### src/rtl/sweep_pkg.sv
// rtl/sweep_pkg.sv - shared state encoding and metric width helpers for the partition sweep
package sweep_pkg;

    typedef enum logic [2:0] {
        ST_IDLE,
        ST_SETTLE,
        ST_CAPTURE,
        ST_EMIT,
        ST_DONE
    } sweep_state_e;

    localparam int DEF_NUM_PI = 8;
    localparam int DEF_NUM_PO = 6;

    // Settle counter holds 1..15
    localparam int CNT_W = 4;

    // One extra bit covers the 2^NUM_PI mismatching-vector case
    function automatic int err_count_width(input int num_pi);
        return num_pi + 1;
    endfunction

    // Headroom for up to 7 differing bits per vector over a full sweep
    function automatic int ham_sum_width(input int num_pi);
        return num_pi + 3;
    endfunction

    // Enough bits to hold a popcount of NUM_PO bits
    function automatic int ham_width(input int num_po);
        return $clog2(num_po + 1);
    endfunction

endpackage

### src/rtl/sweep_err_metric.sv
// rtl/sweep_err_metric.sv - combinational Hamming distance and absolute difference of two PO words
module sweep_err_metric
    import sweep_pkg::*;
#(
    parameter int  NUM_PO = DEF_NUM_PO,
    localparam int HAM_W  = ham_width(NUM_PO)
) (
    input  logic [NUM_PO-1:0] exact_po,
    input  logic [NUM_PO-1:0] approx_po,
    output logic [HAM_W-1:0]  ham,
    output logic [NUM_PO-1:0] abs_diff
);

    logic [NUM_PO-1:0] diff_bits;
    logic [NUM_PO:0]   wide_diff;

    // Popcount of the XOR, and |exact - approx| from a one-bit-wider signed difference
    always_comb begin
        diff_bits = exact_po ^ approx_po;
        ham       = '0;
        for (int i = 0; i < NUM_PO; i++) begin
            ham = ham + HAM_W'(diff_bits[i]);
        end
        wide_diff = {1'b0, exact_po} - {1'b0, approx_po};
        // A set sign bit means approx > exact; the magnitude always fits in NUM_PO bits
        if (wide_diff[NUM_PO]) begin
            abs_diff = ~wide_diff[NUM_PO-1:0] + NUM_PO'(1);
        end else begin
            abs_diff = wide_diff[NUM_PO-1:0];
        end
    end

endmodule

### src/rtl/partition_sweep_ctrl.sv
// rtl/partition_sweep_ctrl.sv - exhaustive input sweep of a partition pair with error metrics and row stream
module partition_sweep_ctrl
    import sweep_pkg::*;
#(
    parameter int  NUM_PI = DEF_NUM_PI,
    parameter int  NUM_PO = DEF_NUM_PO,
    parameter int  SETTLE = 1,
    localparam int HAM_W  = ham_width(NUM_PO),
    localparam int ERR_W  = err_count_width(NUM_PI),
    localparam int HSUM_W = ham_sum_width(NUM_PI)
) (
    input  logic              clk,
    input  logic              rst,
    input  logic              start,
    input  logic              abort,
    output logic [NUM_PI-1:0] pi,
    input  logic [NUM_PO-1:0] exact_po,
    input  logic [NUM_PO-1:0] approx_po,
    output logic              row_valid,
    input  logic              row_ready,
    output logic [NUM_PI-1:0] row_idx,
    output logic [NUM_PO-1:0] row_data,
    output logic              busy,
    output logic              done,
    output logic [ERR_W-1:0]  err_count,
    output logic [HSUM_W-1:0] ham_sum,
    output logic [HAM_W-1:0]  max_ham,
    output logic [NUM_PO-1:0] max_abs_err
);

    localparam logic [CNT_W-1:0] SETTLE_LD = CNT_W'(SETTLE);

    sweep_state_e      state_q;
    logic [CNT_W-1:0]  cnt_q;
    logic [NUM_PI-1:0] pi_q;
    logic [NUM_PI-1:0] row_idx_q;
    logic [NUM_PO-1:0] row_data_q;
    logic              row_valid_q;
    logic              busy_q;
    logic              done_q;
    logic [ERR_W-1:0]  err_count_q, err_count_d;
    logic [HSUM_W-1:0] ham_sum_q, ham_sum_d;
    logic [HAM_W-1:0]  max_ham_q, max_ham_d;
    logic [NUM_PO-1:0] max_abs_q, max_abs_d;

    logic [HAM_W-1:0]  ham_w;
    logic [NUM_PO-1:0] abs_w;

    sweep_err_metric #(.NUM_PO(NUM_PO)) u_metric (
        .exact_po  (exact_po),
        .approx_po (approx_po),
        .ham       (ham_w),
        .abs_diff  (abs_w)
    );

    // Metric values to load on a capture cycle
    always_comb begin
        err_count_d = err_count_q + {{(ERR_W-1){1'b0}}, (ham_w != '0)};
        ham_sum_d   = ham_sum_q + HSUM_W'(ham_w);
        max_ham_d   = (ham_w > max_ham_q) ? ham_w : max_ham_q;
        max_abs_d   = (abs_w > max_abs_q) ? abs_w : max_abs_q;
    end

    // Sweep sequencer: drive vector, wait settle, capture, emit row, advance
    always_ff @(posedge clk or posedge rst) begin
        if (rst) begin
            state_q     <= ST_IDLE;
            cnt_q       <= '0;
            pi_q        <= '0;
            row_idx_q   <= '0;
            row_data_q  <= '0;
            row_valid_q <= 1'b0;
            busy_q      <= 1'b0;
            done_q      <= 1'b0;
            err_count_q <= '0;
            ham_sum_q   <= '0;
            max_ham_q   <= '0;
            max_abs_q   <= '0;
        end else begin
            done_q <= 1'b0;
            case (state_q)
                ST_IDLE: begin
                    // Abort beats a simultaneous start
                    if (start && !abort) begin
                        err_count_q <= '0;
                        ham_sum_q   <= '0;
                        max_ham_q   <= '0;
                        max_abs_q   <= '0;
                        pi_q        <= '0;
                        cnt_q       <= SETTLE_LD;
                        busy_q      <= 1'b1;
                        state_q     <= ST_SETTLE;
                    end
                end
                ST_SETTLE: begin
                    if (abort) begin
                        busy_q  <= 1'b0;
                        state_q <= ST_IDLE;
                    end else begin
                        cnt_q <= cnt_q - CNT_W'(1);
                        if (cnt_q == CNT_W'(1)) begin
                            state_q <= ST_CAPTURE;
                        end
                    end
                end
                ST_CAPTURE: begin
                    if (abort) begin
                        busy_q  <= 1'b0;
                        state_q <= ST_IDLE;
                    end else begin
                        row_data_q  <= approx_po;
                        row_idx_q   <= pi_q;
                        err_count_q <= err_count_d;
                        ham_sum_q   <= ham_sum_d;
                        max_ham_q   <= max_ham_d;
                        max_abs_q   <= max_abs_d;
                        row_valid_q <= 1'b1;
                        state_q     <= ST_EMIT;
                    end
                end
                ST_EMIT: begin
                    if (abort) begin
                        row_valid_q <= 1'b0;
                        busy_q      <= 1'b0;
                        state_q     <= ST_IDLE;
                    end else if (row_ready) begin
                        row_valid_q <= 1'b0;
                        // The all-ones vector ends the sweep, so pi never wraps
                        if (&pi_q) begin
                            busy_q  <= 1'b0;
                            done_q  <= 1'b1;
                            state_q <= ST_DONE;
                        end else begin
                            pi_q    <= pi_q + NUM_PI'(1);
                            cnt_q   <= SETTLE_LD;
                            state_q <= ST_SETTLE;
                        end
                    end
                end
                ST_DONE: begin
                    state_q <= ST_IDLE;
                end
                default: begin
                    row_valid_q <= 1'b0;
                    busy_q      <= 1'b0;
                    state_q     <= ST_IDLE;
                end
            endcase
        end
    end

    assign pi          = pi_q;
    assign row_valid   = row_valid_q;
    assign row_idx     = row_idx_q;
    assign row_data    = row_data_q;
    assign busy        = busy_q;
    assign done        = done_q;
    assign err_count   = err_count_q;
    assign ham_sum     = ham_sum_q;
    assign max_ham     = max_ham_q;
    assign max_abs_err = max_abs_q;

endmodule

### config.mk
export PLATFORM = sky130hd
export DESIGN_NAME = partition_sweep_ctrl
export DESIGN_NICKNAME = d
export VERILOG_FILES = /design/src/rtl/sweep_pkg.sv /design/src/rtl/sweep_err_metric.sv /design/src/rtl/partition_sweep_ctrl.sv
export SDC_FILE = /design/constraint.sdc
export NUM_CORES = 1
export LEC_CHECK = 0
export BUFFER_PORTS_ARGS = -buffer_cell sky130_fd_sc_hd__buf_2
export CAP_MARGIN = 20
export CORE_MARGIN = 2
export CORE_UTILIZATION = 40
export CTS_BUF_LIST = sky130_fd_sc_hd__clkbuf_8
export DETAILED_ROUTE_END_ITERATION = 7
export GPL_TIMING_DRIVEN = 0
export SLEW_MARGIN = 20
export SYNTH_ARGS = -nofsm -noshare
export SYNTH_HDL_FRONTEND = slang
export SYNTH_HIERARCHICAL = 1
export SYNTH_SLANG_ARGS = --single-unit
### constraint.sdc
create_clock -name clk -period 2.9 [get_ports clk]
set_clock_uncertainty 0.1 [all_clocks]
set_input_delay 0.435 -clock clk [delete_from_list [all_inputs] [get_ports clk]]
set_output_delay 0.435 -clock clk [all_outputs]
set_load 0.005 [all_outputs]
==> Yosys cells after proc, flatten, opt, wreduce, memory -nomap -nowiden <==
Cells that the tools add are included.
{ "totals": {"regBits": 61} }
{ "op_classes": {"add_sub_neg": 11, "order_cmp": 2, "eq_ne": 17, "n_mux": 48, "bitwise_logic": 5, "reduce_logical": 19} }
{ "op_table": {"columns": ["operator", "count"], "rows": [
  ["8-bit two-way mux", 4],
  ["3-bit two-way mux", 9],
  ["6-bit two-way mux", 4],
  ["11-bit two-way mux", 2],
  ["11-bit case mux with 2 select lines", 1],
  ["4-bit two-way mux", 5],
  ["9-bit two-way mux", 2],
  ["9-bit case mux with 2 select lines", 1],
  ["2-bit inequality test (second input constant)", 8],
  ["8-bit case mux with 2 select lines", 1],
  ["3-bit by 1-bit adder with 3-bit output", 4],
  ["1-bit two-way mux", 12],
  ["3-bit case mux with 4 select lines", 1],
  ["4-bit case mux with 3 select lines", 1],
  ["6-bit case mux with 2 select lines", 1],
  ["11-bit by 3-bit adder with 11-bit output", 1],
  ["5-bit AND reduction", 2],
  ["9-bit by 1-bit adder with 9-bit output", 1],
  ["3-bit inequality test (second input constant)", 3],
  ["3-bit AND reduction", 3],
  ["8-bit by 1-bit adder with 8-bit output (second input constant)", 1],
  ["4-bit AND reduction", 2],
  ["8-bit AND reduction", 1],
  ["6-bit by 6-bit subtractor with 7-bit output", 1],
  ["26 further kinds", 31]
]} }

==> Logic depth before layout (Yosys ltp) <==
Gate-level depths: netlist of the first run.
{ "logic_depth": {"ltp_word": 10, "mapped_depth": 19, "ltp_nobuf": 19} }

==> Modules after synthesis <==
The synthesis of the first run kept the hierarchy.
{ "by_module_without_submodules": {"columns": ["mod", "n_inst", "cells_per_inst", "area_per_inst_um2"], "rows": [
  ["partition_sweep_ctrl", 1, 359, 3271.9],
  ["sweep_err_metric", 1, 59, 473.0]
]} }

==> Least setup slack after synthesis of the first run <==
No wires, ideal clock.
{ "synth_timing": {"path_type": "input -> register", "from": "input port exact_po[0]", "to": "register err_count_q[8] (netlist: err_count[8])", "setup_time_ns": 0.132, "arrival_ns": 4.019, "path_slack_ns": -1.351, "cell_stages": 19, "path_buffers": 0, "cell_sequence": "inv_1 ha_1 inv_1 fa_1 inv_1 fa_1 inv_1 ha_1 inv_1 fa_1 inv_1 or3_1 ha_1 ha_1 and3_1 and3_1 nand4_1 xor2_1 nor2_1"} }
{ "synth_via": {"elab_chain_len": 10} }
{ "synth_rtl": {"columns": ["element", "line", "source"], "rows": [
  ["from (decl)", "partition_sweep_ctrl.sv:17", "input logic [NUM_PO-1:0] exact_po,"],
  ["6-bit XOR", "sweep_err_metric.sv:19", "diff_bits = exact_po ^ approx_po;"],
  ["1-bit by 1-bit adder with 2-bit output", "sweep_err_metric.sv:22", "ham = ham + HAM_W'(diff_bits[i]);"],
  ["3-bit by 1-bit adder with 3-bit output (4 in series)", "sweep_err_metric.sv:22", null],
  ["via ham_w[1]", "partition_sweep_ctrl.sv:46", "logic [HAM_W-1:0] ham_w;"],
  ["3-bit nonzero test", "partition_sweep_ctrl.sv:58", "err_count_d = err_count_q + {{(ERR_W-1){1'b0}}, (ham_w != '0)};"],
  ["9-bit by 1-bit adder with 9-bit output", "partition_sweep_ctrl.sv:58", null],
  ["9-bit two-way mux", "partition_sweep_ctrl.sv:107", "if (abort) begin"],
  ["9-bit case mux with 2 select lines", "partition_sweep_ctrl.sv:81", "case (state_q)"],
  ["to (signal assigned)", "partition_sweep_ctrl.sv:113", "err_count_q <= err_count_d;"],
  ["to (decl)", "partition_sweep_ctrl.sv:41", "logic [ERR_W-1:0] err_count_q, err_count_d;"]
]} }
The timed path passes the listed nets, and every way through them passes these cells. The select of a mux whose other input is x is not followed.
A chain may end at the register's enable or synchronous reset.

==> Final worst setup path of the first run <==
{ "layout_timing": {"from": "input port approx_po[1]", "to": "register err_count_q[8] (netlist: err_count[8])"} }
{ "layout_via": {"elab_chain_len": 10} }
{ "layout_rtl": {"columns": ["element", "line", "source"], "rows": [
  ["from (decl)", "partition_sweep_ctrl.sv:18", "input logic [NUM_PO-1:0] approx_po,"],
  ["6-bit XOR", "sweep_err_metric.sv:19", null],
  ["1-bit by 1-bit adder with 2-bit output", "sweep_err_metric.sv:22", null],
  ["3-bit by 1-bit adder with 3-bit output (4 in series)", "sweep_err_metric.sv:22", null],
  ["via ham_w[1]", "partition_sweep_ctrl.sv:46", null],
  ["3-bit nonzero test", "partition_sweep_ctrl.sv:58", null],
  ["9-bit by 1-bit adder with 9-bit output", "partition_sweep_ctrl.sv:58", null],
  ["9-bit two-way mux", "partition_sweep_ctrl.sv:107", null],
  ["9-bit case mux with 2 select lines", "partition_sweep_ctrl.sv:81", null]
]} }
The timed path passes the listed nets, and every way through them passes these cells. The select of a mux whose other input is x is not followed.

==> summary.txt, run 1 <==
Outcome
  • Status: complete, but fails checks
  • Violated checks: negative setup slack

Setup path
  • Critical Path RT: just over 3 ns
  • Data arrival, critical path: 4.03 ns
  • CP Launch Type: primary input
  • Setup CP Type: primary input to flip-flop
  • Max stage delay cell, worst path: fa_1
  • Critical path, cell by cell: buf_12 -> inv_12 -> ha_4 -> inv_4 -> fa_1 -> inv_1 -> fa_1 -> inv_1 -> ha_2 -> inv_2 -> fa_1 -> inv_2 -> or3_4 -> ha_4 -> ha_4 -> and3_4 -> and3_4 -> nand4_1 -> xor2_1 -> nor2_1
  • CP peak stage delay: 0.53 ns
  • CP Max Fanout: 2
  • Worst Setup End Kind: flip-flop

Pwr
  • Max VDD drop: between 0.3 and 0.4 mV
  • Power Total: ~3.5 mW
  • LEAKAGE: approximately 2.5 nW
  • Power per Cell Area: about 700 nW/um^2

Global routing
  • Gr usage total: 0.194
  • Met2 GRT Util: 0.316
  • Grt total ovfl: 0
  • Vias in the first global route: around 3100
  • Global route hottest layer: met2
  • First-pass GRT wire length: between 15000 and 20000 microns
  • Met1 Usage GRT: 0.260
  • Largest net degree at the start of global routing: between 40 and 50
  • M3 GR Usage: 0.0291
  • Number of antenna violations at the first check in global routing: 0

Synthesis
  • Yosys Warn Count: 6
  • Synth area leaders: dfrtp_1, ha_1, nand2_1, o21ai_0, inv_1
  • Synth Cell Area: between 3000 and 4000 sq um
  • Top cells by count, synth: nand2_1, dfrtp_1, inv_1
  • EDFF count, synth: 0
  • Cell variety after synth: between 50 and 60
  • Syn nets: ~470
  • Most common cell in the netlist: nand2_1
  • Synth Flop Type: dfrtp_1
  • Sequential element share of the synthesized area: 0.408
  • Share of synthesized flip-flops with an asynchronous set or reset: 1.00
  • Area leader, netlist: dfrtp_1
  • Avg Inst Size Synth: between 8 and 9 sq um
  • Cell count after synthesis: around 420
  • Post-synth top area share: 0.408
  • Register bit count reported by yosys: 61

Routing
  • Final WL: 9510 microns
  • Vias: roughly 3300
  • Drt drc: 0
  • DRT iter0 DRCs: roughly 170
  • WL/cell: around 15 microns
  • DRT antenna net count: 0
  • Drt via density: between 5 and 6
  • First-pass iteration count of the detailed router: 4

Clocking
  • Worst-path clk slew: approximately 0.070 ns
  • Worst-Skew Late Latency: roughly 0.35 ns
  • Total CTS buffers: 9
  • CTS tree: done
  • Clk buf depth: 2
  • CTS HTree Levels: 3
  • Clock Sinks: 61
  • Root buffer cell: clkbuf_8

Floorplanning
  • Initial core utilization: 0.409
  • I/O pin total: 71
  • DIE AREA: ~10000 sq um
  • Die width: 101 microns
  • Die height: 101 microns
  • Total core area: approximately 9200 sq um
  • Site Rows: 35

Finish
  • Final #Nets: around 570
  • Layout cell share with drive strength beyond 1: 0.327
  • Final instance area: around 5000 sq um
  • Area Growth Syn to Fin: 32.5%
  • Inserted Diodes: 0

Placed design
  • Worst slack at placement: -1.61 ns
  • Number of port buffers: a little under 70
  • Routability-driven placement congestion ratio: 0.849
  • Post-DP HPWL: between 6000 and 7000 microns
  • Placed instance area: about 4400 sq um

STA
  • Worst Max-Slew Pin Slew: roughly 0.86 ns
  • Minimum clock period: 3.91 ns
  • Final Hold Vio Count: 0
  • Rel. slew slack: 0.421
  • Final setup fails: 28
  • Post-layout worst setup margin: -1.01 ns
  • Max Freq: approximately 0.26 GHz
  • TNS Setup: -19.11 ns
  • Tcrit/Tclk final: 1.35
  • Worst hold margin: 0.196 ns
  • Slew Viols, Final: 0
  • Unrepaired setup endpoints after global routing: yes

Worst hold path
  • Hold Path Class: primary input to flip-flop

Flow run
  • Max cap viols: 0
through the flow:
step / util / std cells
finish: 0.542 / 637
global route: 0.542 / 637
CTS: 0.525 / 630
detailed placement: 0.479 / 599
global placement: 0.475 / 598
floorplan: - / 418
cells in the final DEF, fill, tap and decap left out, drive strengths merged, types with 4 or more instances in the layout:
| cell type | n |
|---|---|
| o21ai | 34 |
| buf | 97 |
| nand3 | 14 |
| clkbuf | 17 |
| inv | 42 |
| nand4 | 7 |
| a21o | 5 |
| a21oi | 12 |
| mux2i | 9 |
| ha | 25 |
| or3 | 5 |
| o31ai | 8 |
| nor3 | 6 |
| a31oi | 7 |
| and3 | 7 |
| xnor2 | 5 |
| nand2 | 76 |
| nor2 | 30 |
| fa | 5 |
| xor2 | 8 |
| nor2b | 5 |
| and2 | 4 |
| dfrtp | 61 |
power by group:
| group | leakage (nW) | switching (mW) | internal [mW] |
|---|---|---|---|
| sequential | 0.828 | 0.120 | 1.01 |
| combinational | 1.59 | 0.833 | 0.724 |
| clock | 0.113 | 0.356 | 0.473 |
flip-flops by register name, summed over array words and instances (netlist names):
signal	count
cnt_q	4
row_idx	8
pi	8
busy	1
ham_sum	11
max_ham	3
done	1
row_valid	1
max_abs_err	6
state_q	3
err_count	9
row_data	6
path summary, 6_finish.rpt:
check | from | end | slack [ns] | cells after the start
max | approx_po[1] | err_count[8] | -1.01 | 20
min | approx_po[2] | row_data[2] | 0.20 | 3
max reg2reg | pi[0] | pi[4] | 0.62 | 6
min reg2reg | row_idx[5] | row_idx[5] | 0.37 | 2
max in group asynchronous | rst | pi[6] | 1.70 | 4
min in group asynchronous | rst | max_abs_err[4] | 0.48 | 3
kinds of logic after synthesis:
| kind of cell | count (synthesis) | share of synthesized area |
|---|---|---|
| compound gates | 79 | 0.142 |
| simple gates | 170 | 0.215 |
| buf+inv | 53 | 0.0608 |
| fa+ha+maj | 30 | 0.110 |
| xor+xnor | 13 | 0.0304 |
| mux | 12 | 0.0341 |
| flops | 61 | 0.408 |
timing repair:
item                                    in CTS  in global routing
pin swaps                                   15                 22
hold buffers                                 1                  0
cloned                                       0                  0
endpoints found under the hold margin       17                  0
endpoints found under the setup margin      28                 28
buffers inserted                            14                  7
gates resized for setup                     17                 25
worst max-delay path, delay by kind of cell:
family                   cells  cell delay (ns)
XOR/XNOR                     1             0.16
adder cells (fa/ha/maj)      7             2.20
buffers and inverters        7             0.37
AND/OR/NAND/NOR              5             0.88
final cells by class:
cell class                 instances  area (sq um)
buffer                            14          78.8
clock buffer                       9           124
clock inverter                     7          83.8
fill                             857          4190
inverter                          39           166
multi-input combinational        304          2260
sequential                        61          1530
tap                              111           139
timing repair buffer              92           581
metal layers:
| layer | share of wire | vias to the layer above |
|---|---|---|
| met5 | 0 | - |
| met4 | 0.0076 | 0 |
| met3 | 0.027 | 9 |
| met2 | 0.50 | 39 |
| met1 | 0.46 | 1621 |
| li1 | - | 1640 |
(Power assumes the default switching activity.)
==> run 2: changes to the inputs <==
REMOVE_ABC_BUFFERS = 1   (was not set)
==> run 2 against run 1 <==
Against the previous run:
- the run still ends with negative setup slack left
- combinational power about the same
- worst hold slack better by 0.0022 ns
- critical endpoint is now max_ham[0]
- highest routed layer unchanged
- critical path depth unchanged
- via count about the same
- core utilization up 1.0 points
==> summary.txt, run 2 (synthesis gave the netlist of run 1 again) <==
Routing
  • First-pass iteration count of the detailed router: 4 (unchanged)
  • DRT iter0 DRCs: 143 (-17%)
  • Vias: 3306 (-0.091%)
  • Final WL: 9260 microns (-2.6%)
  • DRT antenna net count: 0 (unchanged)
  • Drt drc: 0 (unchanged)
  • Drt via density: 5.29 (+1.8%)
  • WL/cell: 14.8 microns (-0.75%)

STA
  • Minimum clock period: 3.87 ns (-0.0359 ns)
  • Max Freq: 0.258 GHz (+0.93%)
  • Final setup fails: 28 (unchanged)
  • Worst Max-Slew Pin Slew: 0.878 ns (+0.0147 ns)
  • Rel. slew slack: 0.414 (-0.00717)
  • Post-layout worst setup margin: -0.974 ns (+0.0359 ns)
  • Unrepaired setup endpoints after global routing: yes
  • Slew Viols, Final: 0 (unchanged)
  • Final Hold Vio Count: 0 (unchanged)
  • Tcrit/Tclk final: 1.34 (-0.0124)
  • TNS Setup: -18.77 ns (+0.340 ns)

Flow run
  • Max cap viols: 0 (unchanged)

Placed design
  • Routability-driven placement congestion ratio: 0.818 (-3.7%)
  • Number of port buffers: 70 (+1.4%)
  • Placed insts: 586 (-2.2%)
  • Placed instance area: 4190 sq um (-4.4%)
  • Worst slack at placement: -1.70 ns (-0.0914 ns)
  • Post-DP HPWL: 6210 microns (-7.4%)

Clocking
  • Root buffer cell: clkbuf_8
  • Clock Sinks: 61 (unchanged)
  • Worst-path clk slew: 0.07 ns (about the same)
  • Total CTS buffers: 9 (unchanged)
  • Worst-Skew Late Latency: 0.34 ns (about the same)
  • CTS tree: done
  • CTS HTree Levels: 3 (unchanged)
  • Clk buf depth: 2 (unchanged)

Outcome
  • Status: complete, but fails checks
  • Violated checks: negative setup slack

Global routing
  • Vias in the first global route: 3110 (-0.48%)
  • Largest net degree at the start of global routing: 46 (+2.2%)
  • Number of antenna violations at the first check in global routing: 0 (unchanged)
  • First-pass GRT wire length: 15300 microns (-0.49%)
  • Grt total ovfl: 0 (unchanged)
  • Gr usage total: 0.192 (-0.00170)

Setup path
  • Setup CP Type: primary input to flip-flop
  • CP Max Fanout: 3 (+1)
  • Data arrival, critical path: 4.00 ns (-0.03 ns)
  • Max stage delay cell, worst path: fa_1
  • CP Launch Type: primary input
  • Critical path, cell by cell: buf_8 -> inv_4 -> ha_4 -> inv_4 -> fa_1 -> inv_2 -> fa_1 -> inv_1 -> ha_2 -> inv_2 -> fa_1 -> inv_2 -> buf_4 -> buf_6 -> ha_4 -> nor2b_1 -> o21ai_1 -> a32oi_1 -> o21ai_2 -> mux2_4
  • Worst Setup End Kind: flip-flop
  • CP peak stage delay: 0.54 ns (about the same)
  • Critical Path RT: 3.03 ns (about the same)

Floorplanning
  • Die width: 101 microns (unchanged)
  • I/O pin total: 71 (unchanged)
  • DIE AREA: 10200 sq um (unchanged)
  • Total core area: 9150 sq um (unchanged)
  • Site Rows: 35 (unchanged)
  • Die height: 101 microns (unchanged)
  • Initial core utilization: 0.409 (unchanged)

Finish
  • Max reg flops: 11 (unchanged)
  • Final instance area: 5060 sq um (+1.9%)
  • Final #Nets: 556 (-2.1%)
  • Area Growth Syn to Fin: 35.1%
  • Inserted Diodes: 0 (unchanged)
  • Layout cell share with drive strength beyond 1: 0.352 (+0.0251)
  • Most frequent cells in the layout: nand2_1, buf_2, dfrtp_1
  • Most common cell after layout, fill and taps aside: nand2_1
  • Non-filler cells, final: 625 (-1.9%)

Pwr
  • Max VDD drop: 0.441 mV (+46%)
  • Power Total: 3.67 mW (+4.4%)
  • Power per Cell Area: 725 nW/um^2 (+2.4%)
  • LEAKAGE: 2.55 nW (+0.40%)

Worst hold path
  • Hold Path Class: primary input to flip-flop
[run 2: layout make-up]
| class | instances | area [sq um] |
|---|---|---|
| sequential | 61 | 1530 |
| clock buffer | 10 | 138 |
| clock inverter | 6 | 103 |
| inverter | 39 | 159 |
| timing repair buffer | 94 | 616 |
| multi-input combinational | 304 | 2380 |
| tap | 111 | 139 |
| fill | 849 | 4090 |
[run 2: worst paths after layout]
kind                                        to         start  cells past startpoint  slack [ns]
worst max register to register  max_abs_err[0]    state_q[1]                      5        0.25
worst max-delay path                max_ham[0]  approx_po[1]                     20       -0.97
worst min-delay path               row_data[0]  approx_po[0]                      3        0.20
min in group asynchronous          row_data[3]           rst                      3        0.48
max in group asynchronous            row_valid           rst                      4        1.72
worst min register to register     row_data[4]   row_data[4]                      2        0.37
[run 2: layer usage]
metal,global-route usage,share of wire
met4,0.0527,0.0089
met1,0.267,0.47
met5,0,0
met3,0.0465,0.049
met2,0.299,0.47
[run 2: timing repair]
action,4_1_cts,5_1_grt
pin swaps,41,21
setup endpoints to repair,28,28
hold buffers,1,0
endpoints found under the hold margin,16,0
setup buffers,19,4
gates resized for setup,75,20
[run 2: stage by stage]
stage,utilization,hold WS [ns]
6_report,0.553,0.198
5_1_grt,0.553,0.185
4_1_cts,0.539,0.180
3_5_place_dp,0.458,0.294
3_3_place_gp,0.454,0.353
2_1_floorplan,-,0.370
[run 2: critical path: cells and delay by family]
kind / cells / cell delay [ns]
adder cells (fa/ha/maj): 6 / 2.13
multiplexers: 1 / 0.34
AO/OA/AOI/OAI: 3 / 0.40
AND/OR/NAND/NOR: 1 / 0.12
buffers and inverters: 9 / 0.58
[run 2: where the power goes]
group | switching (mW) | leakage, nW | internal (mW)
sequential | 0.157 | 0.828 | 1.01
clock | 0.342 | 0.129 | 0.587
combinational | 0.820 | 1.59 | 0.753
total | 1.32 | 2.55 | 2.35
==> run 3: changes to the inputs <==
ABC_AREA = 1   (was not set)
CORE_UTILIZATION = 50   (was 40)
GPL_ROUTABILITY_DRIVEN = 0   (was not set)
PLACE_DENSITY = 0.72   (was not set)
==> run 3 against run 2 <==
Against the previous run:
- the flow still finishes with violations (negative setup slack)
- synthesized area up 11%
- largest cell class unchanged
- clock power up 2.7%
- critical path type unchanged
- worst hold slack better by 0.0093 ns
==> summary.txt, run 3 <==
Synthesis
  • Post-synth top area share: 0.368 (-0.0394)
  • XOR/XNOR share of the synthesized area: 0.00845 (-0.0220)
  • Largest family of logic cells by synthesized area: simple AND/OR/NAND/NOR gates
  • Register bit count reported by yosys: 61 (unchanged)
  • Simple-gate share of the synthesized area: 0.354 (+0.139)
  • EDFF count, synth: 0 (unchanged)
  • Avg Inst Size Synth: 7.09 sq um (-21%)
  • Share of synthesized flip-flops with an asynchronous set or reset: 1.00 (unchanged)
  • Cell variety after synth: 29 (-48%)
  • Sequential element share of the synthesized area: 0.368 (-0.0394)
  • Synth Flop Type: dfrtp_1
  • Post-synthesis compound-gate area fraction: 0.0619 (-0.0798)
  • Most common cell in the netlist: nand2_1
  • Yosys Warn Count: 6 (unchanged)
  • Top cells by count, synth: nand2_1, inv_1, dfrtp_1
  • Synth Cell Area: 4150 sq um (+11%)
  • Synth area leaders: dfrtp_1, nand2_1, inv_1, ha_1, nand3_1
  • Mux share of post-synthesis cell area: 0 (-0.0341)
  • Adder-cell share of the synthesized area: 0.0996 (-0.0106)
  • Area leader, netlist: dfrtp_1
  • Cell count after synthesis: 585 (+40%)

Finish
  • Final instance area: 5070 sq um (+0.27%)
  • Final #Nets: 710 (+28%)
  • Inserted Diodes: 0 (unchanged)
  • Most common cell after layout, fill and taps aside: nand2_1
  • Non-filler cells, final: 773 (+24%)
  • Max reg flops: 11 (unchanged)
  • Layout cell share with drive strength beyond 1: 0.228 (-0.125)
  • Area Growth Syn to Fin: 22.4%
  • Most frequent cells in the layout: nand2_1, inv_1, buf_2
  • Fill count: 695 (-18%)

Routing
  • Final WL: 9800 microns (+5.9%)
  • DRT antenna net count: 0 (unchanged)
  • Vias: 3995 (+21%)
  • Drt drc: 0 (unchanged)
  • WL/cell: 12.7 microns (-14%)
  • First-pass iteration count of the detailed router: 5 (+1)
  • DRT iter0 DRCs: 239 (+67%)
  • Drt via density: 5.17 (-2.3%)

Pwr
  • Switching power share of the total: 0.422 (+0.0617)
  • Register share of total power: 0.297 (-0.020)
  • Clock share of power: 0.234 (-0.019)
  • Max VDD drop: 0.322 mV (-27%)
  • Part of the power in combinational logic: 0.469 (+0.040)
  • Power per Cell Area: 804 nW/um^2 (+11%)
  • Switch Pwr: 1.72 mW (+30%)
  • LEAKAGE: 2.78 nW (+9.1%)
  • Power Total: 4.08 mW (+11%)
  • Pint: 2.36 mW (+0.45%)

Floorplanning
  • Total core area: 8130 sq um (-11%)
  • I/O pin total: 71 (unchanged)
  • Site Rows: 33 (-5.7%)
  • Initial core utilization: 0.510 (+0.100)
  • DIE AREA: 9030 sq um (-11%)
  • Die height: 95.1 microns (-5.7%)
  • Die width: 95.1 microns (-5.7%)

Global routing
  • First-pass GRT wire length: 16500 microns (+7.9%)
  • Largest net degree at the start of global routing: 45 (-2.2%)
  • Number of antenna violations at the first check in global routing: 0 (unchanged)
  • Grt total ovfl: 0 (unchanged)
  • Vias in the first global route: 3813 (+23%)
  • Gr usage total: 0.231 (+0.0389)

STA
  • Final setup fails: 28 (unchanged)
  • TNS Setup: -12.18 ns (+6.60 ns)
  • Post-layout worst setup margin: -0.651 ns (+0.323 ns)
  • Minimum clock period: 3.55 ns (-0.323 ns)
  • Tcrit/Tclk final: 1.22 (-0.111)
  • Rel. slew slack: 0.455 (+0.0414)
  • Slew Viols, Final: 0 (unchanged)
  • Worst Max-Slew Pin Slew: 0.815 ns (-0.0623 ns)
  • Final Hold Vio Count: 0 (unchanged)
  • Unrepaired setup endpoints after global routing: yes
  • Max Freq: 0.282 GHz (+9.1%)

Clocking
  • Total CTS buffers: 9 (unchanged)
  • Worst-path clk slew: 0.07 ns (about the same)
  • Root buffer cell: clkbuf_8
  • Clk buf depth: 2 (unchanged)
  • CTS tree: done
  • Worst-Skew Late Latency: 0.35 ns (about the same)
  • CTS HTree Levels: 3 (unchanged)
  • Clock Sinks: 61 (unchanged)

Placed design
  • Placed instance area: 4570 sq um (+9.1%)
  • Number of port buffers: 70 (unchanged)
  • Worst slack at placement: -1.69 ns (+0.0120 ns)
  • Placed insts: 749 (+28%)
  • Post-DP HPWL: 7130 microns (+15%)

Outcome
  • Status: complete, but fails checks
  • Violated checks: negative setup slack

Worst hold path
  • Hold Path Class: primary input to flip-flop

Setup path
  • CP Max Fanout: 3 (unchanged)
  • Setup CP Type: primary input to flip-flop
  • Worst Setup End Kind: flip-flop
  • Data arrival, critical path: 3.72 ns (-0.28 ns)
  • Critical Path RT: 3.07 ns (+0.04 ns)
  • CP Launch Type: primary input

Flow run
  • Max cap viols: 0 (unchanged)
==> run 3: cells by family after synthesis <==
group	count (synthesis)
AO/OA/AOI/OAI	49
adder cells (fa/ha/maj)	30
buffers and inverters	108
flip-flops	61
AND/OR/NAND/NOR	333
XOR/XNOR	4
==> run 3: path summary, 6_finish.rpt <==
path	from	to	slack, ns	cells past startpoint
max in group asynchronous	rst	cnt_q[1]	1.74	4
worst max register to register	state_q[1]	err_count[8]	0.30	8
worst min register to register	row_data[3]	row_data[3]	0.38	2
worst min-delay path	approx_po[3]	row_data[3]	0.21	3
worst max-delay path	approx_po[3]	ham_sum[6]	-0.65	21
min in group asynchronous	rst	row_idx[1]	0.47	3
==> run 3: area by class of cell <==
class	count	area, sq um	area share
clock inverters	6	110	0.0217
flip-flops and latches	61	1530	0.301
inverters	96	370	0.0730
well taps	105	131	0.0259
repair buffers	79	463	0.0913
clock buffers	10	138	0.0271
multi-input cells	416	2330	0.460
==> run 3: power by group through the flow <==
stage / logic [mW] / registers, mW / clock network [mW]
6_report: 1.91 / 1.21 / 0.954
3_3_place_gp: 1.66 / 1.21 / 0
5_1_grt: 2.19 / 1.24 / 1.01
3_5_place_dp: 1.74 / 1.22 / 0
2_1_floorplan: 1.19 / 1.22 / 0
4_1_cts: 1.90 / 1.21 / 0.971
==> run 3: stage by stage <==
| stage | utilization | hold WS [ns] |
|---|---|---|
| finish | 0.624 | 0.208 |
| global route | 0.624 | 0.204 |
| CTS | 0.619 | 0.194 |
| detailed placement | 0.562 | 0.298 |
| global placement | 0.558 | 0.351 |
| floorplan | - | 0.364 |
==> run 3: metal layers <==
| layer | up-vias | global-route usage | wire [microns] |
|---|---|---|---|
| met5 | - | 0 | 0 |
| met3 | 19 | 0.0569 | 403 |
| met4 | 0 | 0.0857 | 206 |
| met1 | 1876 | 0.284 | 4370 |
| li1 | 2005 | - | - |
| met2 | 95 | 0.393 | 4830 |
==> run 3: timing repair <==
action / CTS / global route
hold buffers: 1 / 0
pin swaps: 17 / 15
resized for setup: 45 / 9
hold endpoints to repair: 17 / 0
setup endpoints to repair: 28 / 28
buffers inserted: 6 / 1
==> run 3: critical path, stage by stage <==
cell      delay (ns)
buf_8           0.08
inv_4           0.03
ha_4            0.27
inv_4           0.04
fa_1            0.54
inv_1           0.05
fa_1            0.49
inv_2           0.05
ha_4            0.15
inv_2           0.04
fa_1            0.41
inv_2           0.09
inv_1           0.05
fa_2            0.36
inv_2           0.07
nand2_2         0.06
nand2_2         0.09
nand2_2         0.06
o21bai_1        0.12
nand3_1         0.09
o21ai_1         0.14
